**src/rtl/display_shift_driver_pkg.sv**
```systemverilog
// Shared types and constant helpers for the display shift-chain driver.
package display_shift_driver_pkg;

    typedef enum logic [2:0] {
        ST_CLR,
        ST_IDLE,
        ST_SHIFT,
        ST_LOAD,
        ST_DONE
    } state_t;

    // Bits needed to hold values 0 .. value-1; returns 0 for value <= 1.
    function automatic int clog2(input int value);
        int result;
        result = 0;
        for (int v = value - 1; v > 0; v = v >> 1) begin
            result++;
        end
        return result;
    endfunction

    function automatic int max2(input int a, input int b);
        return (a > b) ? a : b;
    endfunction

endpackage

```
**src/rtl/display_shift_driver_bit_timer.sv**
```systemverilog
// Shift-clock divider: free-runs while enabled, giving the sclk level plus
// strobes on the cycle before each sclk rise and each sclk fall. Cleared to
// zero (sclk low) whenever disabled, so every frame starts with a low phase.
module display_shift_driver_bit_timer #(
    parameter int DIV_LOG2 = 4
) (
    input  logic clk,
    input  logic rst_n,
    input  logic en,
    output logic sclk,
    output logic rise,
    output logic fall
);

    localparam int            CW      = DIV_LOG2 + 1;
    localparam logic [CW-1:0] RISE_AT = CW'((1 << DIV_LOG2) - 1);
    localparam logic [CW-1:0] FALL_AT = CW'((1 << CW) - 1);

    logic [CW-1:0] cnt;

    // Phase counter; its MSB is the sclk level, wrapping once per bit period.
    always_ff @(posedge clk or negedge rst_n) begin
        if (!rst_n) begin
            cnt <= '0;
        end else if (!en) begin
            cnt <= '0;
        end else begin
            cnt <= cnt + 1'b1;
        end
    end

    assign sclk = cnt[DIV_LOG2];
    assign rise = en && (cnt == RISE_AT);
    assign fall = en && (cnt == FALL_AT);

endmodule

```
**src/rtl/display_shift_driver.sv**
```systemverilog
// Front-panel shift-chain driver: snapshots the display image, shifts it out
// on CHAINS parallel '595-style chains with a shared sclk, then pulses sload.
//
// state    | meaning
// ---------+-----------------------------------------------------------
// ST_CLR   | sclr_n held low for CLR_CYCLES after reset release
// ST_IDLE  | waiting for update, pending request or auto_refresh
// ST_SHIFT | NBITS bits shifted per chain, sdata moves on sclk fall
// ST_LOAD  | sload high for LOAD_CYCLES, sclk low, last bit held
// ST_DONE  | one-cycle done pulse, busy drops on the following cycle
module display_shift_driver
    import display_shift_driver_pkg::*;
#(
    parameter int NBITS       = 72,
    parameter int CHAINS      = 1,
    parameter int DIV_LOG2    = 4,
    parameter int LOAD_CYCLES = 4,
    parameter int CLR_CYCLES  = 16,
    parameter bit MSB_FIRST   = 1'b1
) (
    input  logic                    clk,
    input  logic                    rst_n,
    input  logic [CHAINS*NBITS-1:0] display_bits,
    input  logic                    update,
    input  logic                    auto_refresh,
    output logic                    busy,
    output logic                    done,
    output logic                    sclk,
    output logic [CHAINS-1:0]       sdata,
    output logic                    sload,
    output logic                    sclr_n
);

    localparam int BCW = clog2(NBITS + 1);
    // One down-counter serves both the clear and the load hold time.
    localparam int TMW = max2(1, clog2(max2(LOAD_CYCLES, CLR_CYCLES)));

    localparam logic [BCW-1:0] BIT_LAST  = BCW'(NBITS);
    localparam logic [TMW-1:0] CLR_INIT  = TMW'(CLR_CYCLES - 1);
    localparam logic [TMW-1:0] LOAD_INIT = TMW'(LOAD_CYCLES - 1);

    state_t                         state;
    logic                           pending;
    logic [BCW-1:0]                 bit_cnt;
    logic [TMW-1:0]                 tmr;
    logic [CHAINS-1:0][NBITS-1:0]   shadow;
    logic [CHAINS-1:0][NBITS-1:0]   shadow_nxt;
    logic [CHAINS-1:0]              first_bit;
    logic [CHAINS-1:0]              next_bit;
    logic                           shift_en;
    logic                           rise;
    logic                           fall;
    logic                           start;

    assign shift_en = (state == ST_SHIFT);
    assign start    = (state == ST_IDLE) && (update || pending || auto_refresh);

    display_shift_driver_bit_timer #(
        .DIV_LOG2 (DIV_LOG2)
    ) u_bit_timer (
        .clk   (clk),
        .rst_n (rst_n),
        .en    (shift_en),
        .sclk  (sclk),
        .rise  (rise),
        .fall  (fall)
    );

    // Per-chain shift direction and the bit that goes out first/next.
    always_comb begin
        shadow_nxt = shadow;
        first_bit  = '0;
        next_bit   = '0;
        for (int c = 0; c < CHAINS; c++) begin
            if (MSB_FIRST) begin
                shadow_nxt[c] = {shadow[c][NBITS-2:0], 1'b0};
                first_bit[c]  = display_bits[c*NBITS + NBITS - 1];
                next_bit[c]   = shadow_nxt[c][NBITS-1];
            end else begin
                shadow_nxt[c] = {1'b0, shadow[c][NBITS-1:1]};
                first_bit[c]  = display_bits[c*NBITS];
                next_bit[c]   = shadow_nxt[c][0];
            end
        end
    end

    // Frame sequencer with request merging and registered pin outputs.
    always_ff @(posedge clk or negedge rst_n) begin
        if (!rst_n) begin
            state   <= ST_CLR;
            pending <= 1'b0;
            bit_cnt <= '0;
            tmr     <= CLR_INIT;
            shadow  <= '0;
            sdata   <= '0;
            sload   <= 1'b0;
            sclr_n  <= 1'b0;
            busy    <= 1'b0;
            done    <= 1'b0;
        end else begin
            // Requests outside IDLE are remembered one deep; extra ones merge.
            if (update && (state != ST_IDLE)) begin
                pending <= 1'b1;
            end
            case (state)
                ST_CLR: begin
                    if (tmr == '0) begin
                        sclr_n <= 1'b1;
                        state  <= ST_IDLE;
                    end else begin
                        tmr <= tmr - 1'b1;
                    end
                end
                ST_IDLE: begin
                    if (start) begin
                        shadow  <= display_bits;
                        sdata   <= first_bit;
                        pending <= 1'b0;
                        busy    <= 1'b1;
                        bit_cnt <= '0;
                        state   <= ST_SHIFT;
                    end
                end
                ST_SHIFT: begin
                    if (rise) begin
                        bit_cnt <= bit_cnt + 1'b1;
                    end
                    // The last fall ends the frame; sdata keeps the final bit.
                    if (fall) begin
                        if (bit_cnt == BIT_LAST) begin
                            sload <= 1'b1;
                            tmr   <= LOAD_INIT;
                            state <= ST_LOAD;
                        end else begin
                            shadow <= shadow_nxt;
                            sdata  <= next_bit;
                        end
                    end
                end
                ST_LOAD: begin
                    if (tmr == '0) begin
                        sload <= 1'b0;
                        done  <= 1'b1;
                        state <= ST_DONE;
                    end else begin
                        tmr <= tmr - 1'b1;
                    end
                end
                ST_DONE: begin
                    done  <= 1'b0;
                    busy  <= 1'b0;
                    state <= ST_IDLE;
                end
                default: begin
                    state <= ST_CLR;
                end
            endcase
        end
    end

endmodule

```
**config.mk**
```make
export PLATFORM = sky130hd
export DESIGN_NAME = display_shift_driver
export DESIGN_NICKNAME = d
export VERILOG_FILES = /design/src/rtl/display_shift_driver_pkg.sv /design/src/rtl/display_shift_driver_bit_timer.sv /design/src/rtl/display_shift_driver.sv
export SDC_FILE = /design/constraint.sdc
export NUM_CORES = 1
export LEC_CHECK = 0
export ABC_AREA = 1
export CORE_MARGIN = 2
export CORE_UTILIZATION = 45
export CTS_BUF_LIST = sky130_fd_sc_hd__clkbuf_4 sky130_fd_sc_hd__clkbuf_8
export CTS_CLUSTER_DIAMETER = 150
export DETAILED_ROUTE_END_ITERATION = 8
export DONT_BUFFER_PORTS = 1
export REMOVE_ABC_BUFFERS = 1
export SYNTH_ARGS = -nofsm -noshare
export SYNTH_HDL_FRONTEND = slang
export SYNTH_HIERARCHICAL = 1
export SYNTH_SLANG_ARGS = --single-unit
```
**constraint.sdc**
```tcl
create_clock -name clk -period 3.2 [get_ports clk]
set_input_delay 0.96 -clock clk [delete_from_list [all_inputs] [get_ports clk]]
set_output_delay 0.96 -clock clk [all_outputs]
set_load 0.1 [all_outputs]
```
==> results.yml, run 1 <==
power_and_ir_drop:
  seqPwrFrac: 0.385
  clock_power_share: 0.149
  power_frac_comb: 0.466
  p_leak_nw: 2.99
  switching_share: 0.464
  max-vdd-ir-drop_mv: 0.588
  power_density_nw_per_um2: 1040
  internal-power_mw: 2.98
  switchingPower_mw: 2.59
logic_synthesis:
  ys_warn_count: 6
  postSynthAreaPerCell_um2: 7.01
  ys_seq_elements: 96
  ys_seq_area_frac: 0.472
  synth.distinct_cells: 23
  syn_inst: 728
  syn-cell-area_um2: 5100
placement:
  gp_congestion: 0.807
  pre_cts_slack_ps: 435
  dpl-instance-area_um2: 5130
  hpwl_mm: 6.85
  io_buffers: 0
floorplanning:
  floorplan.initialDensity: 0.467
  die_h_um: 111
  die-area_um2: 12200
  row_count: 38
  die_x_um: 111
  ios: 82
  coreArea_um2: 10900
global_routing:
  grt_pass1_wl_mm: 19.5
  grt_pass1_vias: 4109
  gr-usage-all-layers: 0.190
  overflow: 0
  antenna_found_initial: 0
  grt_max_degree: 97
route:
  drt-total-wl_mm: 11.1
  detail_route.vias_per_cell: 5.09
  first_iter_violations: 297
  drcViolationCount: 0
  wire_per_inst_um: 13.1
  ant_nets: 0
  route.vias.total: 4343
  drt_pass1_iterations: 6
clock_tree:
  holdBufCountCts: 0
  clockBufferDepth: 2
  h-tree-depth: 3
  postCtsSetupBuffers: 0
  cts_root_buf: "clkbuf_8"
  numCtsBuffers: 9
  cts.clk_slew.worst_paths_ps: 90
  cts.sinks: 96
  clock_latency_ps: 360
  cts_resized: 0
  cts_tree: "yes"
timing:
  max_slew_margin: 0.393
  skew_ps: 7.48
  hold_viol: 0
  min_period_ps: 2760
  worst_slack_ps: 439
  fin_crit_sh: 0.863
  worst-slew-pin-transition_ps: 910
  rsz0062_at_grt: "no"
  fmax_ghz: 0.362
  setup_violations: 0
  maxSlewViolCount: 0
worst_setup_path:
  worstSetupEndpointType: "flop"
  crit_required_ps: 3450
  arrival_ps: 3010
  worstSetupPathType: "reg -> reg"
  path_max_fanout: 36
  critPathLaunchType: "flop"
finish:
  drive_above_1_share: 0.0491
  diodes: 0
  fin_nets: 790
  area_growth_pct: 4.63
  design_area_um2: 5340
hold_path:
  min_path_type: "in -> async"
flow_run:
  maxCapViolCount: 0
run_status:
  status: "finished, final reports clean"
[synth_stat cells]
cell type,instances,area (um^2)
a21oi_1,4,20.0
buf_1,5,18.8
buf_2,21,105
buf_6,7,78.8
clkbuf_1,5,18.8
dfrtp_1,92,2300
dfstp_2,4,105
ha_1,6,75.1
inv_1,32,120
inv_2,3,11.3
nand2_1,407,1530
nand2_4,1,11.3
nand3_1,87,435
nand3_2,2,20.0
nand3b_1,1,7.51
nand4_1,4,25.0
nor2_1,24,90.1
nor2_4,1,11.3
nor3_1,1,5.00
o21ai_0,11,55.1
o21ai_1,6,30.0
o21bai_1,3,22.5
xor2_1,1,8.76
[metrics by stage]
| stage | TNS (ps) | power, mW | hold WS (ps) | utilization | std cells |
|---|---|---|---|---|---|
| 3_3_place_gp | 0 | 4.71 | 453 | 0.470 | 837 |
| 3_5_place_dp | 0 | 4.81 | 459 | 0.470 | 837 |
| 2_1_floorplan | -235590 | 4.07 | 442 | - | 690 |
| 5_1_grt | 0 | 6.17 | 252 | 0.488 | 853 |
| 4_1_cts | 0 | 5.65 | 268 | 0.488 | 853 |
| 6_report | 0 | 5.57 | 288 | 0.488 | 853 |
[registers in the layout, indices dropped and copies added (netlist names)]
register and flops:
shadow 71, bit_cnt 7, u_bit_timer/cnt 5, tmr 4, state 3, busy 1, done 1, pending 1
sclr_n 1, sdata 1, sload 1
[power by group through the flow]
stage               Sequential (mW)  Clock, mW  Combinational, mW
global route                   2.21      0.914               3.05
CTS                            2.15      0.864               2.64
finish                         2.14      0.832               2.59
global placement               2.15          0               2.56
detailed placement             2.16          0               2.65
floorplan                      2.09          0               1.98
[area by class of cell]
class | count | area, um^2
fillers | 1158 | 5590
flip-flops and latches | 96 | 2410
multi-input cells | 559 | 2360
well taps | 140 | 175
clock buffers | 13 | 166
inverters | 35 | 131
repair buffers | 7 | 65.1
clock inverters | 3 | 40.0
[routing by layer]
metal | vias to the layer above | track usage | part of all wire | wire length, um
li1 | 2209 | - | - | -
met1 | 2017 | 0.263 | 0.48 | 5320
met2 | 109 | 0.305 | 0.46 | 5160
met3 | 8 | 0.0521 | 0.052 | 585
met4 | 0 | 0.0342 | 0.0080 | 89
met5 | - | 0 | 0 | 0
[path summary, 6_finish.rpt]
| path | startpoint | to | slack, ps | cells after the start |
|---|---|---|---|---|
| setup / recovery | u_bit_timer/cnt[0] | shadow[8] | 440 | 12 |
| hold / removal | rst_n | sload | 290 | 0 |
| setup reg to reg | u_bit_timer/cnt[0] | shadow[8] | 440 | 12 |
| hold reg to reg | tmr[0] | tmr[0] | 470 | 2 |
| max in group asynchronous | rst_n | shadow[58] | 2710 | 0 |
| min in group clk | tmr[0] | tmr[0] | 470 | 2 |
[worst max-delay path, cell delays in order, from the launching register on]
cell and delay (ps):
dfrtp_1 390, ha_1 190, nand2_1 60, nor2_1 160, ha_1 170, nand2_1 50
inv_1 90, inv_1 80, o21bai_4 660, nand2_4 370, buf_12 290, nand2_1 70
nand2_1 50
[cells by family (layout without fill, tap and decap cells)]
| kind of cell | count (synthesis) | count (layout) | share of synthesized area |
|---|---|---|---|
| AND/OR/NAND/NOR | 528 | 528 | 0.418 |
| flip-flops | 96 | 96 | 0.472 |
| buffers and inverters | 73 | 58 | 0.0691 |
| AO/OA/AOI/OAI | 24 | 24 | 0.0250 |
| adder cells (fa/ha/maj) | 6 | 6 | 0.0147 |
| XOR/XNOR | 1 | 1 | 0.00172 |
[cells in the final DEF (no fill, tap or decap), types with 6 or more instances in the layout]
| master | count |
|---|---|
| nand2_1 | 407 |
| dfrtp_1 | 92 |
| nand3_1 | 87 |
| inv_1 | 32 |
| nor2_1 | 24 |
| o21ai_0 | 11 |
| clkbuf_8 | 11 |
| o21ai_1 | 6 |
| ha_1 | 6 |
| buf_4 | 6 |
No activity file was read; power rests on OpenSTA's default activity.
==> run 2: changes to the inputs <==
- CORE_UTILIZATION: 45 -> 57
- PLACE_DENSITY: not set -> 0.72
==> results.yml, run 2 (same netlist as run 1, synthesis figures left out) <==
run_status:
  status: "finished, final reports clean"
power_and_ir_drop:
  max-vdd-ir-drop_mv: 0.445
  power_density_nw_per_um2: 1050
  p_leak_nw: 2.98
route:
  detail_route.vias_per_cell: 5.26
  top_layer_used: "met4"
  wire_per_inst_um: 12.8
  met3_length_um: 433
  ant_nets: 0
  route.vias.total: 4312
  wl_met2_mm: 4.89
  first_iter_violations: 311
  drt-total-wl_mm: 10.5
  drcViolationCount: 0
  drt_pass1_iterations: 5
  wl_met1_mm: 5.02
floorplanning:
  die_h_um: 98.6
  row_count: 34
  die_x_um: 98.6
  ios: 82
  floorplan.initialDensity: 0.585
  die-area_um2: 9730
  coreArea_um2: 8720
finish:
  final_util: 0.610
  design_area_um2: 5320
  fin_nets: 788
  seq_area_um2: 2410
  largest_reg_flops: 71
  reg_top3: "shadow (71), bit_cnt (7), u_bit_timer/cnt (5)"
  largest_register: "shadow"
  area_growth_pct: 4.14
  multi_input_comb_area_um2: 2360
  drive_above_1_share: 0.0464
  final_cell_mix: "407 x nand2_1, 92 x dfrtp_1, 87 x nand3_1"
  fillerInstances: 841
  diodes: 0
  final_common_cell: "nand2_1"
clock_tree:
  cts_root_buf: "clkbuf_8"
  cts.clk_slew.worst_paths_ps: 90
  cts_tree: "yes"
  cts.sinks: 96
  holdBufCountCts: 0
  numCtsBuffers: 9
  clock_latency_ps: 360
  h-tree-depth: 3
  clockBufferDepth: 2
worst_setup_path:
  timing.critical_path.buf_inv: 2
  critPathMostFrequentCell: "nand2_1"
  cp_top_family: "simple AND/OR/NAND/NOR gates"
  worstPathCellList: "ha_1 > nand2_1 > nor2_1 > ha_1 > nand2_1 > inv_1 > inv_1 > o21bai_4 > nand2_8 > nand2_1 > nand2_1"
  critPathLaunchType: "flop"
  crit_required_ps: 3440
  worst-r2r-cell-count: 11
  path_max_fanout: 72
  worstSetupPathType: "reg -> reg"
  slowest_stage: "o21bai_4"
  r2r-end: "shadow[61]"
  worstSetupEndpointType: "flop"
  rr_startpoint: "u_bit_timer/cnt[0]"
  arrival_ps: 3130
  r2r_setup_slack_ps: 310
  critPathMaxStageDelay_ps: 780
timing:
  max_slew_margin: 0.344
  skew_ps: 13.4
  min_period_ps: 2890
  hold_viol: 0
  rsz0062_at_grt: "no"
  maxSlewViolCount: 0
  fin_setup_tns_ps: 0
  setup_violations: 0
  fmax_ghz: 0.346
  fin_crit_sh: 0.902
  worst-slew-pin-transition_ps: 981
hold_path:
  min_path_type: "in -> async"
global_routing:
  gr-usage-all-layers: 0.225
  antenna_found_initial: 0
  grt_pass1_wl_mm: 18.3
  grt_max_degree: 97
  grt_pass1_vias: 4140
  overflow: 0
placement:
  io_buffers: 0
  gp_congestion: 0.848
  dpl-instance-area_um2: 5070
  hpwl_mm: 6.36
flow_run:
  maxCapViolCount: 0
==> run 2: power breakdown <==
| group | switching [mW] | total [mW] | internal (mW) |
|---|---|---|---|
| sequential | 0.396 | 2.14 | 1.75 |
| combinational | 1.76 | 2.54 | 0.773 |
| clock | 0.415 | 0.920 | 0.505 |
| total | 2.57 | 5.60 | 3.03 |
==> run 2: worst max-delay path by stage <==
stage	startpoint	endpoint	slack, ps	depth (start not counted)
6_report	u_bit_timer/cnt[0]	shadow[61]	310	11
3_3_place_gp	u_bit_timer/cnt[0]	shadow[69]	290	11
2_1_floorplan	state[0]	sdata	-3270	10
4_1_cts	u_bit_timer/cnt[0]	shadow[61]	150	11
5_1_grt	u_bit_timer/cnt[0]	shadow[61]	60	11
3_5_place_dp	u_bit_timer/cnt[0]	shadow[37]	190	11
==> run 2: layer usage <==
metal / global-route usage / vias to the layer above
met5: 0 / -
met1: 0.312 / 1993
met4: 0.0664 / 0
met2: 0.375 / 103
li1: - / 2205
met3: 0.0291 / 11
==> run 2: layout make-up <==
class,instances,share of cell area
Clock buffer,12,0.0311
Sequential cell,96,0.453
Inverter,35,0.0247
Clock inverter,4,0.0141
Multi-Input combinational cell,559,0.445
Timing Repair Buffer,5,0.00706
Tap cell,108,0.0254
==> run 2: per-stage QoR <==
step / worst slack, ps / total power [mW] / cells / hold WS (ps)
6_report: 312 / 5.60 / 819 / 293
4_1_cts: 148 / 5.63 / 819 / 276
3_5_place_dp: 191 / 4.70 / 803 / 458
5_1_grt: 55.5 / 6.16 / 819 / 263
2_1_floorplan: -3270 / 4.07 / 690 / 442
3_3_place_gp: 292 / 4.60 / 803 / 453
==> run 2: repair_timing <==
item | in CTS | in global routing
setup endpoints to repair | 0 | 68
buffers inserted | 0 | 0
gates resized for setup | 0 | 1
